[config.mk]
export PLATFORM = sky130hd
export DESIGN_NAME = jt053246_draw
export DESIGN_NICKNAME = d
export VERILOG_FILES = /design/src/rtl/jt053246_pkg.sv /design/src/rtl/jt053246_draw_zoom.sv /design/src/rtl/jt053246_draw.sv
export SDC_FILE = /design/constraint.sdc
export NUM_CORES = 1
export LEC_CHECK = 0
export BUFFER_PORTS_ARGS = -buffer_cell sky130_fd_sc_hd__buf_2
export CAP_MARGIN = 20
export CORE_MARGIN = 2
export CORE_UTILIZATION = 37
export CTS_CLUSTER_DIAMETER = 60
export DETAILED_ROUTE_END_ITERATION = 8
export GPL_TIMING_DRIVEN = 1
export PLACE_DENSITY = 0.67
export SYNTH_ARGS = -nofsm -noshare
export SYNTH_HDL_FRONTEND = slang
export SYNTH_HIERARCHICAL = 1
export SYNTH_SLANG_ARGS = --single-unit
[constraint.sdc]
create_clock -name clk -period 6.81 [get_ports clk]
set_clock_uncertainty 0.1 [all_clocks]
set_input_delay 0.3405 -clock clk [delete_from_list [all_inputs] [get_ports clk]]
set_output_delay 0.3405 -clock clk [all_outputs]
set_load 0.05 [all_outputs]
[src/rtl/jt053246_pkg.sv]
// Shared types and helpers for the 053246 sprite draw path.
package jt053246_pkg;

  typedef enum logic [1:0] {
    ST_IDLE   = 2'd0,
    ST_FETCH0 = 2'd1,
    ST_FETCH1 = 2'd2,
    ST_DRAW   = 2'd3
  } draw_st_t;

  // Zoom step that advances exactly one source column per output pixel
  localparam logic [10:0] ZOOM_UNIT = 11'h040;
  localparam int          ROW_PIX   = 16;

  // Pick one 4bpp pixel from a 64-bit row; pixel 0 sits in bits [63:60]
  function automatic logic [3:0] pix_sel(input logic [63:0] row,
                                         input logic [3:0]  col,
                                         input logic        flip);
    logic [3:0]  idx;
    logic [63:0] sh;
    idx = col ^ {4{flip}};
    sh  = row << {idx, 2'b00};
    return sh[63:60];
  endfunction

endpackage

[src/rtl/jt053246_draw_zoom.sv]
// Horizontal zoom accumulator: 11-bit fixed point, 6 fractional bits.
// acc[9:6] is the source column; a carry into acc[10] ends the slice.
module jt053246_draw_zoom #(
  parameter int ZW = 10
) (
  input  logic          clk,
  input  logic          rst_n,
  input  logic          load,
  input  logic          keep,
  input  logic [ZW-1:0] hzoom,
  input  logic          adv,
  output logic [3:0]    col,
  output logic          done
);

  logic [10:0] acc;
  logic [10:0] step;
  logic [10:0] sum;

  assign sum  = acc + step;
  assign col  = acc[9:6];
  assign done = sum[10];

  // Load start value and clamped step on a new request, then advance per pixel.
  // Keeping the previous slice drops the overflow bit, i.e. subtracts 0x400.
  always_ff @(posedge clk or negedge rst_n) begin
    if (!rst_n) begin
      acc  <= '0;
      step <= 11'd1;
    end else if (load) begin
      acc  <= keep ? {1'b0, acc[9:0]} : 11'd0;
      step <= (hzoom == '0) ? 11'd1 : 11'(hzoom);
    end else if (adv) begin
      acc <= sum;
    end
  end

endmodule

[src/rtl/jt053246_draw.sv]
// Sprite line renderer: fetches one 16-pixel row slice and writes the
// zoomed, flipped, non-transparent pixels into the object line buffer.
//
// state     | meaning
// ----------+--------------------------------------------------
// ST_IDLE   | waiting for dr_start, dr_busy low
// ST_FETCH0 | ROM read of left word (pixels 0-7)
// ST_FETCH1 | ROM read of right word (pixels 8-15)
// ST_DRAW   | one output pixel per clk until the accumulator overflows
module jt053246_draw
  import jt053246_pkg::*;
#(
  parameter int ZW = 10,
  parameter int AW = 21
) (
  input  logic          clk,
  input  logic          rst_n,
  input  logic          hs,
  input  logic          dr_start,
  output logic          dr_busy,
  input  logic [15:0]   code,
  input  logic [9:0]    attr,
  input  logic [1:0]    shd,
  input  logic          hflip,
  input  logic          vflip,
  input  logic [9:0]    hpos,
  input  logic [3:0]    ysub,
  input  logic [11:0]   hzoom,
  input  logic          hz_keep,
  output logic [AW-1:0] rom_addr,
  output logic          rom_cs,
  input  logic [31:0]   rom_data,
  input  logic          rom_ok,
  output logic [8:0]    buf_addr,
  output logic [15:0]   buf_din,
  output logic          buf_we,
  output logic [7:0]    aborts
);

  draw_st_t    st;
  logic        hs_d;
  logic        hs_rise;
  logic        accept;
  logic [9:0]  attr_q;
  logic [1:0]  shd_q;
  logic        hflip_q;
  logic [9:0]  x_q;
  logic [63:0] row_q;
  logic [3:0]  col;
  logic        zdone;
  logic [3:0]  pix;
  logic        unused_hz;

  assign unused_hz = ^hzoom[11:ZW];
  assign hs_rise   = hs & ~hs_d;
  assign accept    = (st == ST_IDLE) && dr_start && !dr_busy && !hs_rise;
  assign pix       = pix_sel(row_q, col, hflip_q);

  jt053246_draw_zoom #(.ZW(ZW)) u_zoom (
    .clk   (clk),
    .rst_n (rst_n),
    .load  (accept),
    .keep  (hz_keep),
    .hzoom (hzoom[ZW-1:0]),
    .adv   ((st == ST_DRAW) && !hs_rise),
    .col   (col),
    .done  (zdone)
  );

  // Request handshake, ROM fetch, pixel output and hs abort sequencing
  always_ff @(posedge clk or negedge rst_n) begin
    if (!rst_n) begin
      st       <= ST_IDLE;
      hs_d     <= 1'b0;
      dr_busy  <= 1'b0;
      rom_cs   <= 1'b0;
      rom_addr <= '0;
      buf_we   <= 1'b0;
      buf_addr <= '0;
      buf_din  <= '0;
      aborts   <= '0;
      attr_q   <= '0;
      shd_q    <= '0;
      hflip_q  <= 1'b0;
      x_q      <= '0;
      row_q    <= '0;
    end else begin
      hs_d   <= hs;
      buf_we <= 1'b0;
      if (hs_rise && st != ST_IDLE) begin
        st      <= ST_IDLE;
        dr_busy <= 1'b0;
        rom_cs  <= 1'b0;
        if (aborts != 8'hFF) aborts <= aborts + 8'd1;
      end else begin
        case (st)
          ST_IDLE: begin
            if (accept) begin
              attr_q   <= attr;
              shd_q    <= shd;
              hflip_q  <= hflip;
              x_q      <= hpos;
              rom_addr <= AW'({code, ysub ^ {4{vflip}}, 1'b0});
              rom_cs   <= 1'b1;
              dr_busy  <= 1'b1;
              st       <= ST_FETCH0;
            end
          end
          ST_FETCH0: begin
            if (rom_ok) begin
              row_q[63:32] <= rom_data;
              rom_addr[0]  <= 1'b1;
              st           <= ST_FETCH1;
            end
          end
          ST_FETCH1: begin
            if (rom_ok) begin
              row_q[31:0] <= rom_data;
              rom_cs      <= 1'b0;
              st          <= ST_DRAW;
            end
          end
          ST_DRAW: begin
            buf_addr <= x_q[8:0];
            buf_din  <= {shd_q, attr_q, pix};
            buf_we   <= (pix != 4'd0) && !x_q[9];
            x_q      <= x_q + 10'd1;
            if (zdone) begin
              st      <= ST_IDLE;
              dr_busy <= 1'b0;
            end
          end
          default: st <= ST_IDLE;
        endcase
      end
    end
  end

endmodule

==> flow_metrics.tcl, run 1 <==
set metrics [dict create \
    antenna_left 0 \
    hpwl_microns 13200 \
    reg2reg_from "u_zoom/acc[6]" \
    die_h_microns 155 \
    hp-class "input port to flop" \
    min_from "attr[7]" \
    hold_path_end "attr_q[7]" \
    antenna_found_initial 2 \
    die_x_microns 155 \
    ir_worst_vdd_mv 0.248 \
    dieArea_sq_um 24000 \
    grt_pass1_wl_microns 31800 \
    cap_viol_max_count 0 \
    antenna_cells 0 \
    post_cts_resized 0 \
    drt-pass1-iter-count 5 \
    final_cell_mix "dfrtp_1 (166), buf_2 (147), nand2_1 (115)" \
    grt_pass1_vias 6158 \
    worstRegToRegCells 11 \
    synthDistinctLibCells 67 \
    yosys_warnings 6 \
    nets 1007 \
    cp_cell_sequence "ha_1 -> o211a_1 -> o21ai_0 -> o21ai_0 -> a21oi_1 -> xnor2_1 -> o22ai_1 -> nor3_1 -> nor2_1 -> o22ai_1 -> a21oi_1" \
    finalCriticalPeriod_ps 3120 \
    status "completed" \
    start_util 0.375 \
    grt_max_degree 101 \
    grt_setup_unrepaired "false" \
    syn_nets 851 \
    crit_path_end_kind "flop" \
    power_mw 5.33 \
    num_rows 55 \
    place_congestion 0.809 \
    grt.total_usage 0.166 \
    final_layout_size_suffix_gt1_frac 0.339 \
    postCtsSetupRepairBufs 0 \
    num_vias 6242 \
    syn2layout_area_growth_pct 20.7 \
    placement.io_buffers 148 \
    setup_viol 0 \
    slowest_delay_ps 930 \
    synth_cells 739 \
    instances_no_fill 1193 \
    drv_slew 0 \
    viasPerCell 5.23 \
    clkLatencyLatePin_ps 430 \
    htreeDepth 4 \
    multiInputGateArea_sq_um 3930 \
    numCtsBuffers 17 \
    hold_path_depth 3 \
    cp.arrival_ps 3320 \
    hold_viol 0 \
    layout_commonest_cell "dfrtp_1" \
    clkSlewWorstSetupHoldPaths_ps 60 \
    worst_setup_path_start_kind "flop" \
    grt_overflow_total 0 \
    fmax_mhz 321 \
    cts-root-buf "clkbuf_16" \
    slew_headroom 0.299 \
    r2r-end "st[0]" \
    finish.instance_area_sq_um 10200 \
    cts_tree "yes" \
    drc_errors 0 \
    regArea_sq_um 4210 \
    yosys_most_used_dff "dfrtp_1" \
    synth_area_sq_um 8440 \
    period_share 0.458 \
    clock_path_buffers 2 \
    worst_ep_required_time_ps 7010 \
    yosysSeqAreaShare 0.498 \
    ys_async_sr_fraction 1.00 \
    post-route-util 0.453 \
    p_per_area_nw_per_um2 523 \
    p_leak_nw 4.70 \
    cts_sinks 168 \
    top_level_ports 151 \
    wl_per_cell_microns 16.3 \
    routed_wl_microns 19500 \
    fin_tns_setup_ps 0 \
    postPlaceCellArea_sq_um 9350 \
    avgSynthCellArea_sq_um 11.4 \
    drtIter0Drc 298 \
    synth-edff-count 0 \
    nFillCells 2097 \
    core_sq_um 22500 \
    critPathSlowestCell "dfrtp_1" \
    dp.cells 1134 \
    critPathKind "flop to flop" \
    reg2reg_slack_ps 3690 \
    synth_seq_cells 168 \
    cp_max_fo 25 \
    worstMarginPinSlew_ps 1050 \
]
-- cells by family (layout without fill, tap and decap cells) --
logic type	Yosys count	count (layout)	share of synthesized area
AO/OA/AOI/OAI	135	135	0.109
XOR/XNOR	17	17	0.0176
adder cells (fa/ha/maj)	18	18	0.0276
buffers and inverters	58	227	0.0357
flip-flops	168	168	0.498
multiplexers	148	148	0.207
AND/OR/NAND/NOR	195	195	0.105
-- what timing repair did --
action                     CTS  global route
hold endpoints to repair   124             0
hold buffers                27             0
setup endpoints to repair    0             0
-- worst max path at each step --
stage / cells past startpoint / end / start / slack [ps]
floorplan: 11 / u_zoom/step[7] / st[0] / 3840
global placement: 11 / st[0] / u_zoom/acc[6] / 3750
detailed placement: 11 / st[0] / u_zoom/acc[6] / 3720
CTS: 11 / st[0] / u_zoom/acc[6] / 3690
global route: 11 / st[0] / u_zoom/acc[6] / 3400
finish: 11 / st[0] / u_zoom/acc[6] / 3690
-- sequential cells by signal (all words and copies together), names as in the netlist --
name and flops:
row_q 64, rom_addr 21, buf_din 16, u_zoom/acc 11, attr_q 10, u_zoom/step 10, x_q 10, buf_addr 9
aborts 8, shd_q 2, st 2, buf_we 1, dr_busy 1, hflip_q 1, hs_d 1, rom_cs 1
-- area by class of cell --
class                   count  area share
well taps                 285      0.0350
inverters                  12     0.00442
clock inverters            10     0.00921
repair buffers            183       0.106
clock buffers              22      0.0466
flip-flops and latches    168       0.413
multi-input cells         513       0.386
-- synth_stat cells (13+ instances only) --
library cell    n  area [sq um]
o21ai_0        35           175
nand2_1       115           432
dfrtp_1       167          4180
clkbuf_1       19          71.3
buf_2          13          65.1
ha_1           17           213
xnor2_1        14           123
a21oi_1        26           130
mux2_2        100          1130
o22ai_1        14          87.6
nor2_1         18          67.6
mux2i_1        36           360
-- worst max-delay path, delay by kind of cell, from the launching register on --
family / cells / cell delay, ps
AO/OA/AOI/OAI: 7 / 1100
adder cells (fa/ha/maj): 1 / 400
XOR/XNOR: 1 / 190
AND/OR/NAND/NOR: 2 / 280
flip-flops: 1 / 930
-- report_power, final --
group | total [mW] | leakage (nW) | switching, mW | internal, mW
logic | 2.52 | 2.38 | 1.46 | 1.06
clock network | 0.929 | 0.272 | 0.396 | 0.533
registers | 1.88 | 2.05 | 0.398 | 1.48
-- metal layers --
layer | up-vias | wire length (microns) | global-route usage
met5 | - | 25 | 0
met4 | 4 | 408 | 0.0591
met3 | 33 | 637 | 0.0382
met2 | 127 | 9550 | 0.269
met1 | 3101 | 8840 | 0.218
li1 | 2977 | - | -
-- per-stage QoR --
stage	hold WS [ps]	setup slack [ps]
global route	11.7	3400
floorplan	-55.1	3840
finish	8.12	3690
global placement	354	3750
CTS	0.0840	3690
detailed placement	357	3720
(Power assumes the default switching activity.)
==> run 2: changes to the inputs <==
- ABC_AREA: not set -> 1
- clock period: 6.81 -> 2.92 ns (I/O delays scaled with it)
==> flow_metrics.tcl, run 2 <==
set metrics [dict create \
    critPathKind "flop to flop" \
    crit_path_end_kind "flop" \
    critPathSlowestCell "dlygate4sd3_1" \
    synth_mux_area_frac 0.0137 \
    fin_tns_setup_ps 0 \
    cap_viol_max_count 0 \
    num_vias 7154 \
    grt_setup_unrepaired "false" \
    p_per_area_nw_per_um2 1140 \
    wl_per_cell_microns 13.3 \
    drtIter0Drc 423 \
    period_share 0.891 \
    nets 1347 \
    fmax_mhz 384 \
    cts_tree "yes" \
    largest_register_ffs 64 \
    largest_registers "row_q x64, rom_addr x21, buf_din x16" \
    grt_overflow_total 0 \
    viasPerCell 4.68 \
    layout_commonest_cell "nand2_1" \
    synth_area_sq_um 8220 \
    hold_path_end "rom_addr[1]" \
    worst_setup_path_start_kind "flop" \
    hold_buffers 88 \
    post_cts_resized 0 \
    synth_top_cells_by_area "dfrtp_1 (51%), nand2_1 (16%), o21ai_0 (6.1%), inv_1 (5.8%), nand3_1 (5.1%)" \
    postPlaceCellArea_sq_um 9230 \
    r2r-end "u_zoom/step[0]" \
    min_from "vflip" \
    placement.io_buffers 148 \
    clock_path_buffers 2 \
    worst_ep_required_time_ps 3190 \
    synthDistinctLibCells 43 \
    post-route-util 0.491 \
    synth_compound_area_frac 0.0857 \
    ir_worst_vdd_mv 0.777 \
    syn2layout_area_growth_pct 30.3 \
    numCtsBuffers 17 \
    cp_max_fo 18 \
    yosys.area.top_type "dfrtp_1" \
    final_layout_size_suffix_gt1_frac 0.185 \
    fin_ws_ps 317 \
    slew_headroom 0.590 \
    cp.arrival_ps 2870 \
    final_cell_mix "nand2_1 (347), dfrtp_1 (167), buf_2 (147)" \
    syn_nets 1120 \
    grt.total_usage 0.178 \
    grt_pass1_vias 7057 \
    cts-root-buf "clkbuf_16" \
    num_rows 54 \
    antenna_found_initial 1 \
    die_h_microns 153 \
    yosys_most_used_dff "dfrtp_1" \
    hp-class "input port to flop" \
    hold_viol 0 \
    top_level_ports 151 \
    synth_top_family_by_area "simple AND/OR/NAND/NOR gates" \
    finalCriticalPeriod_ps 2600 \
    clkSlewWorstSetupHoldPaths_ps 70 \
    drt-pass1-iter-count 5 \
    dieArea_sq_um 23400 \
    die_x_microns 153 \
    htreeDepth 4 \
    hpwl_microns 13500 \
    cp_cell_sequence "inv_1 -> ha_1 -> nand4_1 -> inv_1 -> buf_4 -> nor2_1 -> a31oi_1 -> dlygate4sd3_1" \
    core_sq_um 21800 \
    grt_pass1_wl_microns 34300 \
    path_common_cell "inv_1" \
    synth-edff-count 0 \
    multiInputGateArea_sq_um 3310 \
    synth.most_common_cell "nand2_1" \
    cts_sinks 168 \
    yosys_warnings 6 \
    worstMarginPinSlew_ps 615 \
    avgSynthCellArea_sq_um 8.16 \
    hold_path_depth 3 \
    synth_top_area_share 0.508 \
    finish.instance_area_sq_um 10700 \
    nFillCells 2063 \
    reg2reg_from "st[0]" \
    synth_cells 1008 \
    antenna_left 0 \
    start_util 0.377 \
    place_congestion 0.831 \
    antenna_cells 0 \
    place_ws_ps 637 \
    synth_xor_area_frac 0.0243 \
    yosysSeqAreaShare 0.511 \
    drc_errors 0 \
    slowest_delay_ps 570 \
    max_flop_register "row_q" \
    synth-simple-area-share 0.249 \
    worstRegToRegCells 8 \
    p_leak_nw 5.68 \
    ys_async_sr_fraction 1.00 \
    drv_slew 0 \
    regArea_sq_um 4210 \
    routed_wl_microns 20400 \
    setup_viol 0 \
    synth_seq_cells 168 \
    grt_max_degree 90 \
    clkLatencyLatePin_ps 430 \
    postCtsSetupRepairBufs 0 \
    status "completed" \
    yosys.area_share.adder 0.0283 \
    synth_commonest_cells "nand2_1 (347), dfrtp_1 (167), inv_1 (126), o21ai_0 (101), nand3_1 (84)" \
    reg2reg_slack_ps 320 \
]
run 2: cell types whose count changed after synthesis, moves of 7 or more:
cell / before / now
mux2_2: 100 / 10
nand2_1: 115 / 347
a21oi_1: 26 / 13
mux2i_1: 36 / 0
nor2_1: 18 / 27
o21ai_0: 35 / 101
nand2b_1: 8 / 0
nand3_1: 8 / 84
inv_1: 11 / 126
o22ai_1: 14 / 3
nor2b_1: 8 / 0
buf_2: 13 / 6
and3_1: 11 / 1
mux4_2: 11 / 0
run 2: cells by family after synthesis:
family,after synthesis
xor+xnor,19
flops,168
buf+inv,171
mux,10
simple gates,490
fa+ha+maj,18
compound gates,132
run 2: worst max path at each step:
| stage | startpoint | to | depth (start not counted) |
|---|---|---|---|
| 2_1_floorplan | st[0] | u_zoom/step[1] | 7 |
| 3_3_place_gp | st[0] | x_q[7] | 7 |
| 3_5_place_dp | st[0] | x_q[7] | 7 |
| 4_1_cts | st[1] | u_zoom/step[0] | 8 |
| 5_1_grt | st[1] | u_zoom/step[0] | 8 |
| 6_report | st[0] | u_zoom/step[0] | 8 |
run 2: per-stage QoR:
| step | total power [mW] | instances | hold WS, ps |
|---|---|---|---|
| floorplan | 8.47 | 1008 | -250 |
| detailed placement | 9.83 | 1408 | 53.5 |
| global route | 13.3 | 1528 | 46.5 |
| global placement | 9.71 | 1408 | 47.6 |
| finish | 12.2 | 1528 | 27.4 |
| CTS | 12.3 | 1528 | 21.5 |
run 2: cell type report:
cell class / instances / share of cell area
clock buffer: 18 / 0.0410
timing repair buffer: 250 / 0.164
sequential: 168 / 0.393
inverter: 129 / 0.0452
tap: 280 / 0.0327
multi-input combinational: 669 / 0.309
clock inverter: 14 / 0.0153
run 2: power breakdown:
group	internal, mW	leakage, nW	switching, mW
sequential	3.37	2.10	0.695
clock	1.31	0.301	1.01
combinational	1.88	3.29	3.98
run 2: routing by layer:
layer | vias up | GRT usage | routed length [microns]
met3 | 25 | 0.0403 | 869
met1 | 3330 | 0.239 | 9620
met4 | 2 | 0.0547 | 299
met2 | 167 | 0.290 | 9580
met5 | - | 0 | 13
li1 | 3630 | - | -
run 2: worst max-delay path, delay by kind of cell (launching register included):
family	cells	cell delay, ps
and+or+nand+nor	2	200
DFF	1	410
AOI/OAI and AO/OA	1	130
adders and majority gates	1	220
buffers and inverters	4	1460
